[src/rtl/axi_lite_master_ctrl.sv]
// AXI-Lite style single-outstanding master: turns one user command into a
// write (AW/W/B) or read (AR/R) bus transaction with a per-state wait timeout.
module axi_lite_master_ctrl #(
  parameter int TIMEOUT_CYC = 16
) (
  input  logic       clk,
  input  logic       reset_n,
  input  logic       cmd_valid,
  output logic       cmd_ready,
  input  logic       cmd_write,
  input  logic [2:0] cmd_addr,
  input  logic [3:0] cmd_wdata,
  output logic       rsp_valid,
  output logic [3:0] rsp_rdata,
  output logic       rsp_err,
  output logic [2:0] wa_addr,
  output logic       wa_valid,
  input  logic       wa_ready,
  output logic [3:0] wd_data,
  output logic       wd_valid,
  output logic       wd_strb,
  input  logic       wd_ready,
  input  logic       b_valid,
  input  logic       b_response,
  output logic       b_ready,
  output logic [2:0] ra_addr,
  output logic       ra_valid,
  input  logic       ra_ready,
  input  logic       rd_valid,
  input  logic [3:0] rd_data,
  output logic       rd_ready
);

  typedef enum logic [2:0] {
    S_IDLE  = 3'd0,
    S_WRITE = 3'd1,
    S_WRESP = 3'd2,
    S_READ  = 3'd3,
    S_RDATA = 3'd4,
    S_RESP  = 3'd5
  } state_t;

  localparam logic [7:0] TO_LAST = 8'(TIMEOUT_CYC - 1);

  state_t     r_state;
  state_t     w_next;
  logic       r_wa_done;
  logic       r_wd_done;
  logic [7:0] r_cnt;

  logic w_accept;
  logic w_wa_hs;
  logic w_wd_hs;
  logic w_b_hs;
  logic w_ra_hs;
  logic w_rd_hs;
  logic w_wa_done;
  logic w_wd_done;
  logic w_timeout;
  logic w_busy;

  assign w_accept  = cmd_valid & cmd_ready;
  assign w_wa_hs   = wa_valid & wa_ready;
  assign w_wd_hs   = wd_valid & wd_ready;
  assign w_b_hs    = (r_state == S_WRESP) & b_valid & b_ready;
  assign w_ra_hs   = ra_valid & ra_ready;
  assign w_rd_hs   = (r_state == S_RDATA) & rd_valid & rd_ready;
  // Done flags include this cycle's handshake so both channels may finish together.
  assign w_wa_done = (r_state == S_WRITE) & (r_wa_done | w_wa_hs);
  assign w_wd_done = (r_state == S_WRITE) & (r_wd_done | w_wd_hs);
  assign w_timeout = (r_cnt == TO_LAST);
  assign w_busy    = (r_state == S_WRITE) | (r_state == S_WRESP) |
                     (r_state == S_READ)  | (r_state == S_RDATA);

  always_ff @(posedge clk or negedge reset_n) begin
    if (!reset_n) begin
      r_state   <= S_IDLE;
      r_wa_done <= 1'b0;
      r_wd_done <= 1'b0;
      r_cnt     <= 8'd0;
    end else begin
      r_state   <= w_next;
      r_wa_done <= w_wa_done & (w_next == S_WRITE);
      r_wd_done <= w_wd_done & (w_next == S_WRITE);
      if (w_next != r_state) r_cnt <= 8'd0;
      else if (w_busy)       r_cnt <= r_cnt + 8'd1;
      else                   r_cnt <= 8'd0;
    end
  end

  // A completing handshake is tested before the timeout so it always wins.
  always_comb begin
    w_next = r_state;
    case (r_state)
      S_IDLE:  if (w_accept) w_next = cmd_write ? S_WRITE : S_READ;
      S_WRITE: begin
        if (w_wa_done & w_wd_done) w_next = S_WRESP;
        else if (w_timeout)        w_next = S_RESP;
      end
      S_WRESP: if (w_b_hs | w_timeout)  w_next = S_RESP;
      S_READ: begin
        if (w_ra_hs)        w_next = S_RDATA;
        else if (w_timeout) w_next = S_RESP;
      end
      S_RDATA: if (w_rd_hs | w_timeout) w_next = S_RESP;
      S_RESP:  w_next = S_IDLE;
      default: w_next = S_IDLE;
    endcase
  end

  // Outputs are decoded from the next state and registered, so each one
  // changes on the same edge as the state it belongs to.
  always_ff @(posedge clk or negedge reset_n) begin
    if (!reset_n) begin
      cmd_ready <= 1'b0;
      rsp_valid <= 1'b0;
      rsp_rdata <= 4'd0;
      rsp_err   <= 1'b0;
      wa_addr   <= 3'd0;
      wa_valid  <= 1'b0;
      wd_data   <= 4'd0;
      wd_valid  <= 1'b0;
      wd_strb   <= 1'b0;
      b_ready   <= 1'b0;
      ra_addr   <= 3'd0;
      ra_valid  <= 1'b0;
      rd_ready  <= 1'b0;
    end else begin
      cmd_ready <= (w_next == S_IDLE);
      wa_valid  <= (w_next == S_WRITE) & ~w_wa_done;
      wd_valid  <= (w_next == S_WRITE) & ~w_wd_done;
      wd_strb   <= (w_next == S_WRITE) & ~w_wd_done;
      b_ready   <= (w_next == S_WRESP);
      ra_valid  <= (w_next == S_READ);
      rd_ready  <= (w_next == S_RDATA);
      rsp_valid <= (w_next == S_RESP);
      if (w_accept & cmd_write) begin
        wa_addr <= cmd_addr;
        wd_data <= cmd_wdata;
      end
      if (w_accept & ~cmd_write) ra_addr <= cmd_addr;
      if (w_next == S_RESP) begin
        if (w_b_hs) begin
          rsp_err   <= ~b_response;
          rsp_rdata <= 4'd0;
        end else if (w_rd_hs) begin
          rsp_err   <= 1'b0;
          rsp_rdata <= rd_data;
        end else begin
          rsp_err   <= 1'b1;
          rsp_rdata <= 4'd0;
        end
      end
    end
  end

endmodule

[config.mk]
export PLATFORM = sky130hd
export DESIGN_NAME = axi_lite_master_ctrl
export DESIGN_NICKNAME = d
export VERILOG_FILES = /design/src/rtl/axi_lite_master_ctrl.sv
export SDC_FILE = /design/constraint.sdc
export NUM_CORES = 1
export LEC_CHECK = 0
export BUFFER_PORTS_ARGS = -buffer_cell sky130_fd_sc_hd__clkbuf_2
export CORE_MARGIN = 2
export CORE_UTILIZATION = 30
export CTS_CLUSTER_DIAMETER = 80
export DETAILED_ROUTE_END_ITERATION = 12
export GPL_TIMING_DRIVEN = 0
export SETUP_SLACK_MARGIN = 0.2
export SLEW_MARGIN = 5
export SYNTH_ARGS = -nofsm -noshare
export SYNTH_HDL_FRONTEND = slang
export SYNTH_SLANG_ARGS = --single-unit
export TNS_END_PERCENT = 5
[constraint.sdc]
create_clock -name clk -period 2.2 [get_ports clk]
set_input_delay 0.22 -clock clk [delete_from_list [all_inputs] [get_ports clk]]
set_output_delay 0.22 -clock clk [all_outputs]
set_load 0.005 [all_outputs]
After elaboration in Yosys (flattened, before gate mapping). Index checks and enable logic that the tools add are counted.

Flip-flop bits (word level): 35. Input port bits: 21. Output and inout port bits: 23. Logic and storage cells: 72.

$add $sub $neg: 1. Eq/ne operators: 11. Muxes and demuxes: 14. Bitwise operators: 28. Reduce and logical (&&, ||, !) cells: 2.

Operator list (number): two-way mux 3 bit (6); AND 1 bit (17); two-way mux 8 bit (2); case mux 3 bit (5 select lines) (1); == test 3 x 2 -> 1 bit, second input constant (4); == test 3 bit, second input constant (3); adder 8 x 1 -> 8 bit, second input constant (1); == test 8 x 4 -> 1 bit, second input constant (1); two-way mux 4 bit (2); OR 1 bit (7); == test 3 x 1 -> 1 bit, second input constant (2); zero test 3 bit (2); NOT 1 bit (4); inequality test 3 bit (1); two-way mux 1 bit (2); two-way mux 2 bit (1).

Longest topological paths before layout. Gate-level depths: netlist of run 1.

Depth after elaboration: 8. Depth in mapped cells: 7. Gate-level depth less buffers: 7.

Least setup slack after synthesis of run 1. OpenSTA, ideal clock, no wires.

Path kind: reg-to-reg. From: register r_cnt[4]. To: register r_cnt[3]. Library setup time: 0.146 ns. Arrival time: 1.892 ns. Data required time: 2.054 ns. Slack: 0.162 ns. Stages on the path, launching flop included: 6. Path buffers: 0. Period minus slack after synthesis: 2.038 ns. Path through: dfrtp_1 -> or4_4 -> or2_4 -> a32oi_4 -> mux2i_2 -> nor4_1.

Word-level cells in the longest chain between the ends: 6. Elaborated cells between the ends (all ways): 11. Those cells by class: eq/ne (2); mux (7); bitwise (2).

Ends and longest elaborated chain: start: declaration (RTL line 49) `logic [7:0] r_cnt;`; start signal: assignment (RTL line 86) `else if (w_busy) r_cnt <= r_cnt + 8'd1;`; == test 8 x 4 -> 1 bit (*) (RTL line 71) `assign w_timeout = (r_cnt == TO_LAST);`; OR 1 bit, or another cell as far along (RTL line 105) `S_RDATA: if (w_rd_hs | w_timeout) w_next = S_RESP;`; two-way mux 3 bit (on tied branches); case mux 3 bit (5 select lines) (*) (RTL line 94) `case (r_state)`; inequality test 3 bit (*) (RTL line 85) `if (w_next != r_state) r_cnt <= 8'd0;`; two-way mux 8 bit (*) (RTL line 85).

Mark *: on every way between the ends. The rest lies on a longest branch, timed or not. A chain may end at the register's enable or synchronous reset.

Worst setup path in the final report of run 1.
From: register r_cnt[4]. To: register rsp_rdata[2].

Word-level cells in the longest chain between the ends: 5. Elaborated cells between the ends (all ways): 10. Those cells by class: eq/ne (2); mux (6); bitwise (2).

Ends and longest elaborated chain: == test 8 x 4 -> 1 bit (*) (RTL line 71); OR 1 bit, or another cell as far along (RTL line 105); two-way mux 3 bit (on tied branches); case mux 3 bit (5 select lines) (*) (RTL line 94); == test 3 bit (*) (RTL line 142) `if (w_next == S_RESP) begin`; end signal: assignment (RTL line 148) `rsp_rdata <= rd_data;`; end: declaration (RTL line 14) `output logic [3:0] rsp_rdata,`.

Marks and branches as above.

==> metrics.md, run 1 <==
| Metric | Value |
|---|---|
| Via count | around 1,300 |
| Total CTS buffers | 5 |
| Top cell type's share of synthesized area | between 50% and 60% |
| Die area | 5990 um2 |
| Vias per cell | 4.76 |
| Worst path required time | between 2 and 2.5 ns |
| Worst IR Drop VDD | 0.000481 V |
| YS warnings | 0 |
| Mapped Cells | between 100 and 150 |
| Initial antenna violation count | 0 |
| Post-route clock period utilization | 95.5% |
| Num ports | between 40 and 50 |
| M1 WL | 1570 um |
| Comb power frac | 42.6% |
| Metal2 WL | 1900 um |
| Slew HR | 42.2% |
| FF+latch area | approximately 900 um2 |
| Clock buffer depth | 2 |
| CTS tree | built |
| ANT cells | 0 |
| Fillers | 524 |
| Tmin final | 2.10 ns |
| Startpoint type of the worst setup path | register |
| R2r startpoint | r_cnt[4]$_DFF_PN0_ |
| Max FO, Critical Path | 6 |
| First-pass GRT wire length | 6360 um |
| Initial core utilization | 31.4% |
| Hold Vio Cnt, Final | 0 |
| Crit path kind | reg2reg |
| Crit-path slowest cell | or4_4 |
| Area contributors post-synth | dfrtp_1 54%, mux2_2 7.0%, nor3_1 3.1%, nor2_1 2.3%, a22o_1 2.2% |
| Clk_skew | 0.00665 ns |
| Worst min-delay path category | in2async |
| CORE AREA | 5140 um2 |
| Area leader, netlist | dfrtp_1 |
| Final Util | a little over two fifths |
| DRC viols | 0 |
| Placed instance area | 1930 um2 |
| Gr usage total | 13.5% |
| Total power draw | 2610 uW |
| Skew-Pair Late Insertion Delay | just under 0.3 ns |
| # rows | 26 |
| Sequential area share after synthesis | 54.2% |
| PortBufs | 43 |
| Yosys reg bits | 35 |
| Die Wd | 77.4 um |
| Max-cap violation count | 0 |
| Root buffer cell | clkbuf_8 |
| RSZ-0062 raised after global routing | yes |
| Hold slack | 0.0317 ns |
| R2R cell count | 5 |
| Final setup viols | 0 |
| Post-Syn Area | about 1600 um2 |
| Met3 wire length | between 150 and 200 um |
| Clk slew on worst S/H paths | 0.07 ns |
| Cell Chain, Critical Path | or4_4 > or2_4 > o31ai_2 > o32ai_2 > a22o_1 |
| Syn avg cell area | between 10 and 15 um2 |
| Leakage | 0.00102 uW |
| Sw frac | about 35% |
| CP Capture Type | register |
| Status | finished clean |
| Hold buffer count at CTS | 0 |
| Int Power | about 1700 uW |
| Overflow after GRT | 0 |
| F_max | 0.476 GHz |
| R2R Path End | rsp_rdata[2]$_DFFE_PN0P_ |
| P per Cell Area | 1200 nW/um2 |
| Antenna-violating nets left | 0 |
| # nets final | 217 |
| Layout cells sized above 1 | 45.4% |
| P&R area growth vs syn | 34.6% |
| HPWL after DPL | 2550 um |
| H-tree depth | 2 |
| CTS sink count | 35 |
| DRC marker count from the first detailed-route iteration | 48 |
| Post-Syn Nets | 163 |
| Routed wire length | 3720 um |
| 1st-pass router iterations | 4 |
| Routed length per placed instance | approximately 14 um |
| Area of all placed cells without fillers | 2170 um2 |
| Routability cong. | 0.905 |
| Seq pwr share | 35.4% |
| Clock share of power | 22.0% |
| Multi-input logic area | 791 um2 |
| CP arrival | between 2 and 2.5 ns |
| Worst slew pin tran | approximately 0.87 ns |
| Net switching power | 924 uW |
| Top layer in use | met4 |
| R2r setup slk | between 0.09 and 0.1 ns |
| Largest net degree at the start of global routing | 36 |
| Slew Viols, Final | 0 |
| Max stage delay on crit path | 0.55 ns |
| Die height | between 70 and 80 um |
| Final setup TNS | 0 ns |
| Yosys cell types | 40 |
| Number of global-route vias before repair | 1,315 |
[sequential cells by signal, indices dropped and copies added, names as in the netlist, 3 cells and up]
signal / cells
rsp_rdata: 4
wd_data: 4
r_state: 3
wa_addr: 3
ra_addr: 3
r_cnt: 8
[cells in the mapped netlist, drive strengths merged]
master / instances
a211oi: 1
a21oi: 4
a22o: 4
a32o: 1
a32oi: 2
a41o: 1
and2: 2
and3: 2
buf: 4
dfrtp: 35
ha: 1
inv: 5
mux2: 10
mux2i: 1
nand2: 7
nand2b: 3
nand3: 6
nand3b: 2
nor2: 10
nor2b: 1
nor3: 10
nor3b: 2
nor4: 5
nor4b: 1
o21ai: 3
o21bai: 1
o2bb2ai: 2
o311a: 1
o31ai: 1
o32ai: 1
or2: 2
or3: 1
or3b: 1
or4: 2
xnor2: 3
xor2: 3
[final cells by class]
class	count	share of cell area, %
buffer	4	1.27
multi-input combinational	97	36.4
sequential	35	40.3
clock buffer	5	3.16
inverter	5	0.863
timing repair buffer	47	12.0
clock inverter	3	2.01
tap	70	4.03
[through the flow]
stage	std cells	setup WS [ns]
after floorplan	141	0.202
after global placement	254	0.00962
after detailed placement	254	-0.0152
after CTS	266	0.131
after global routing	266	0.00183
final	266	0.0999
[power groups by stage]
stage	sequential, uW	combinational (uW)	clock [uW]
finish	922	1110	573
global route	953	1220	626
CTS	921	1080	593
detailed placement	933	920	0
global placement	928	914	0
floorplan	941	572	0
[routing by layer]
layer  global-route usage [%]  up-vias
met3                     3.95        7
met4                     5.36        0
li1                         -      623
met2                     21.7       37
met1                     17.0      600
met5                        0        -
[worst max-delay path: cells and delay by family (launching register included)]
| kind | cells | cell delay [ns] |
|---|---|---|
| and+or+nand+nor | 2 | 0.83 |
| AOI/OAI and AO/OA | 3 | 0.76 |
| DFF | 1 | 0.39 |
[how the worst max path moves through the flow]
| stage | to | slack [ns] | start |
|---|---|---|---|
| 2_1_floorplan | r_cnt[3]$_DFF_PN0_ | 0.20 | r_cnt[4]$_DFF_PN0_ |
| 3_3_place_gp | rsp_rdata[0]$_DFFE_PN0P_ | 0.01 | r_cnt[4]$_DFF_PN0_ |
| 3_5_place_dp | rsp_rdata[2]$_DFFE_PN0P_ | -0.02 | r_cnt[4]$_DFF_PN0_ |
| 4_1_cts | r_cnt[5]$_DFF_PN0_ | 0.13 | r_cnt[4]$_DFF_PN0_ |
| 5_1_grt | r_cnt[4]$_DFF_PN0_ | 0.002 | r_state[1]$_DFF_PN0_ |
| 6_report | rsp_rdata[2]$_DFFE_PN0P_ | 0.1 | r_cnt[4]$_DFF_PN0_ |
[placed cells by master (no fill, tap or decap), types with 3 or more instances in the layout]
cell type	Yosys	final
a21oi_1	4	4
a22o_1	4	4
buf_4	1	4
clkbuf_2	0	43
clkbuf_8	0	5
dfrtp_1	35	35
inv_1	5	5
mux2_2	10	10
nand2_1	7	7
nand2b_1	3	3
nand3_1	6	6
nor2_1	10	10
nor3_1	10	8
nor4_1	5	3
xnor2_1	3	3
xor2_1	3	3
[logic make-up (layout without fill, tap and decap cells)]
family | count (synthesis) | in the layout | share of synthesized area [%]
buffers and inverters | 9 | 64 | 2.56
AO/OA/AOI/OAI | 22 | 22 | 11.5
adder cells (fa/ha/maj) | 1 | 1 | 0.774
XOR/XNOR | 6 | 6 | 3.25
multiplexers | 11 | 11 | 7.82
flip-flops | 35 | 35 | 54.2
AND/OR/NAND/NOR | 57 | 57 | 19.9
[timing repair]
item | 4_1_cts | 5_1_grt
setup buffers | 4 | 0
pin swaps | 2 | 1
hold endpoints to repair | 0 | 0
resized for setup | 14 | 5
setup endpoints to repair | 22 | 22
Note: power is estimated with default switching activity, not from simulation.
==> inputs of run 2 (changes only) <==
Settings changed: SETUP_SLACK_MARGIN 0.2 to not set.
==> run 2 against run 1 <==
Against the previous run: the flow now finishes with violations (setup timing); clock power is 11% lower; hold slack better by 0.0094 ns; die area did not move; final area decreased by 4.5%; sequential power down 0.4%; combinational power down 12%; maximum frequency down 4.7%; register-to-register slack got worse by 0.10 ns; critical path type unchanged; largest power group unchanged.
==> metrics.md, run 2 (synthesized netlist as in run 1, its figures left out) <==
| Metric | Value |
|---|---|
| Worst Setup SP | r_cnt[4]$_DFF_PN0_ (unchanged) |
| Int Power | 1550 uW (was 1680 uW) |
| HPWL after DPL | 2560 um (was 2550 um) |
| GR peak layer | met2 (unchanged) |
| CP Buf/Inv Count | 0 (unchanged) |
| Largest net degree at the start of global routing | 36 (unchanged) |
| Commonest non-fill, non-tap cell in the layout | clkbuf_2 (unchanged) |
| Max-cap violation count | 0 (unchanged) |
| Placed insts | 254 (unchanged) |
| Vias per cell | 4.72 (was 4.76) |
| P&R area growth vs syn | 28.5% (was 34.6%) |
| CTS tree | built (unchanged) |
| Hold Vio Cnt, Final | 0 (unchanged) |
| Overflow after GRT | 0 (unchanged) |
| Clock share of power | 21.2% (was 22.0%) |
| CP Capture Type | register (unchanged) |
| Clk slew on worst S/H paths | 0.07 ns (about the same) |
| F_max | 0.454 GHz (was 0.476 GHz) |
| Root buffer cell | clkbuf_8 (unchanged) |
| Max stage delay on crit path | 0.55 ns (about the same) |
| ANT cells | 0 (unchanged) |
| PortBufs | 43 (unchanged) |
| Met2 usage | 19.8% (was 21.7%) |
| Worst slack at placement | -0.0753 ns (was -0.0152 ns) |
| Gr usage total | 12.5% (was 13.5%) |
| Routed length per placed instance | 13.6 um (was 14.0 um) |
| DRC viols | 0 (unchanged) |
| Status | finished, violations left (was finished clean) |
| Clk_skew | 0.00714 ns (was 0.00665 ns) |
| CP arrival | 2.34 ns (was 2.28 ns) |
| R2r startpoint | r_cnt[4]$_DFF_PN0_ (unchanged) |
| Worst min-delay path category | in2async (unchanged) |
| R2r setup slk | -0.004 ns (was 0.1 ns) |
| Tmin final | 2.20 ns (was 2.10 ns) |
| Post-route clock period utilization | 100% (was 95.5%) |
| First-pass GRT wire length | 5970 um (was 6360 um) |
| Final setup viols | 2 (was 0) |
| Cell Chain, Critical Path | or4_4 > or2_4 > a32oi_4 > mux2i_4 > nor4_1 (was or4_4 > or2_4 > o31ai_2 > o32ai_2 > a22o_1) |
| Crit-path slowest cell | or4_4 (unchanged) |
| Failing checks | setup timing |
| Startpoint type of the worst setup path | register (unchanged) |
| Skew-Pair Late Insertion Delay | 0.28 ns (was 0.29 ns) |
| Total CTS buffers | 5 (unchanged) |
| Grt met3 use | 3.49% (was 3.95%) |
| GRT met1 Usage | 17.0% (about the same) |
| 1st-pass router iterations | 4 (unchanged) |
| Via count | 1,237 (was 1,267) |
| Sw frac | 35.6% (was 35.4%) |
| Total power draw | 2400 uW (was 2610 uW) |
| Cell count along the critical path | 5 (unchanged) |
| Comb power frac | 40.6% (was 42.6%) |
| Finished Layout Cells | 262 (was 266) |
| Layout cells sized above 1 | 41.7% (was 45.4%) |
| Initial core utilization | 31.4% (unchanged) |
| Max FO, Critical Path | 8 (was 6) |
| CTS sink count | 35 (unchanged) |
| P per Cell Area | 1160 nW/um2 (was 1200 nW/um2) |
| Die height | 77.4 um (unchanged) |
| Hold slack | 0.0411 ns (was 0.0317 ns) |
| Worst IR Drop VDD | 0.000378 V (was 0.000481 V) |
| R2R cell count | 5 (unchanged) |
| Worst slew pin tran | 0.857 ns (was 0.866 ns) |
| Antenna-violating nets left | 0 (unchanged) |
| Final setup margin | -0.00369 ns (was 0.0999 ns) |
| Number of global-route vias before repair | 1,209 (was 1,315) |
| Crit path kind | reg2reg (unchanged) |
| Slew HR | 42.9% (was 42.2%) |
| Critical path's top delay family | simple AND/OR/NAND/NOR gates (unchanged) |
| DRC marker count from the first detailed-route iteration | 50 (was 48) |
| CORE AREA | 5140 um2 (unchanged) |
| Top Registers | r_cnt x8, rsp_rdata x4, wd_data x4 (unchanged) |
| H-tree depth | 2 (unchanged) |
| Worst path required time | 2.34 ns (was 2.38 ns) |
| Num ports | 44 (unchanged) |
| Largest Register | r_cnt (unchanged) |
| Die area | 5990 um2 (unchanged) |
| # nets final | 213 (was 217) |
| Seq pwr share | 38.2% (was 35.4%) |
| RSZ-0062 raised after global routing | yes (unchanged) |
| Routability cong. | 0.922 (was 0.905) |
| Routed wire length | 3560 um (was 3720 um) |
| Clock buffer depth | 2 (unchanged) |
| # rows | 26 (unchanged) |
| Initial antenna violation count | 0 (unchanged) |
| Slew Viols, Final | 0 (unchanged) |
| Die Wd | 77.4 um (unchanged) |
| Commonest cells after routing, fill and taps aside | 43 x clkbuf_2, 35 x dfrtp_1, 10 x nor2_1, 10 x mux2_2, 9 x nor3_1 (was 43 x clkbuf_2, 35 x dfrtp_1, 10 x nor2_1, 10 x mux2_2, 8 x nor3_1) |
| Max reg flops | 8 (unchanged) |
| Leakage | 0.000978 uW (was 0.00102 uW) |
| Net switching power | 854 uW (was 924 uW) |
-- run 2: cell count changes in the layout (fill, tap and decap cells not counted), sizes merged --
cell and delta:
clkbuf +2, clkinvlp +1, buf -4, clkinv -2, bufinv -1
-- run 2: path summary, 6_finish.rpt --
| check | endpoint |
|---|---|
| setup / recovery | r_cnt[4]$_DFF_PN0_ |
| hold / removal | ra_addr[1]$_DFFE_PN0P_ |
| setup reg to reg | r_cnt[4]$_DFF_PN0_ |
| hold reg to reg | r_cnt[0]$_DFF_PN0_ |
| max in group asynchronous | r_wa_done$_DFF_PN0_ |
| min in group clk | wd_data[2]$_DFFE_PN0P_ |
-- run 2: stage by stage --
stage	area, um2	TNS, ns	utilization, %
floorplan	1620	0	-
global placement	1920	-0.323	37.3
detailed placement	1920	-0.457	37.3
CTS	2040	-0.0208	39.6
global route	2080	-0.744	40.4
finish	2080	-0.00682	40.4
-- run 2: area by class of cell --
type / count / area, um2
multi-input cells: 97 / 749
clock buffers: 7 / 96.3
clock inverters: 1 / 7.51
flip-flops and latches: 35 / 876
repair buffers: 43 / 215
well taps: 70 / 87.6
inverters: 5 / 18.8
plain buffers: 4 / 25.0
fillers: 535 / 3060
-- run 2: worst reg2reg max path, cell delays in order (launching register included) --
cell and delay [ns]:
dfrtp_1 0.42, or4_4 0.55, or2_4 0.28, a32oi_4 0.26, mux2i_4 0.43, nor4_1 0.11
-- run 2: what timing repair did --
item / 4_1_cts / 5_1_grt
setup endpoints to repair: 12 / 22
hold buffers: 0 / 0
resized for setup: 2 / 8
setup buffers: 0 / 0
pin swaps: 0 / 2
-- run 2: routing by layer --
layer / up-vias / share of wire, %
met3: 0 / 4.2
met5: - / 0
met4: 0 / 0
met1: 587 / 45
li1: 617 / -
met2: 33 / 50
-- run 2: power groups by stage --
| stage | Combinational (uW) | Clock (uW) | Sequential [uW] |
|---|---|---|---|
| CTS | 930 | 530 | 920 |
| global placement | 899 | 0 | 927 |
| finish | 974 | 508 | 918 |
| detailed placement | 903 | 0 | 933 |
| global route | 1070 | 564 | 950 |
| floorplan | 556 | 0 | 941 |
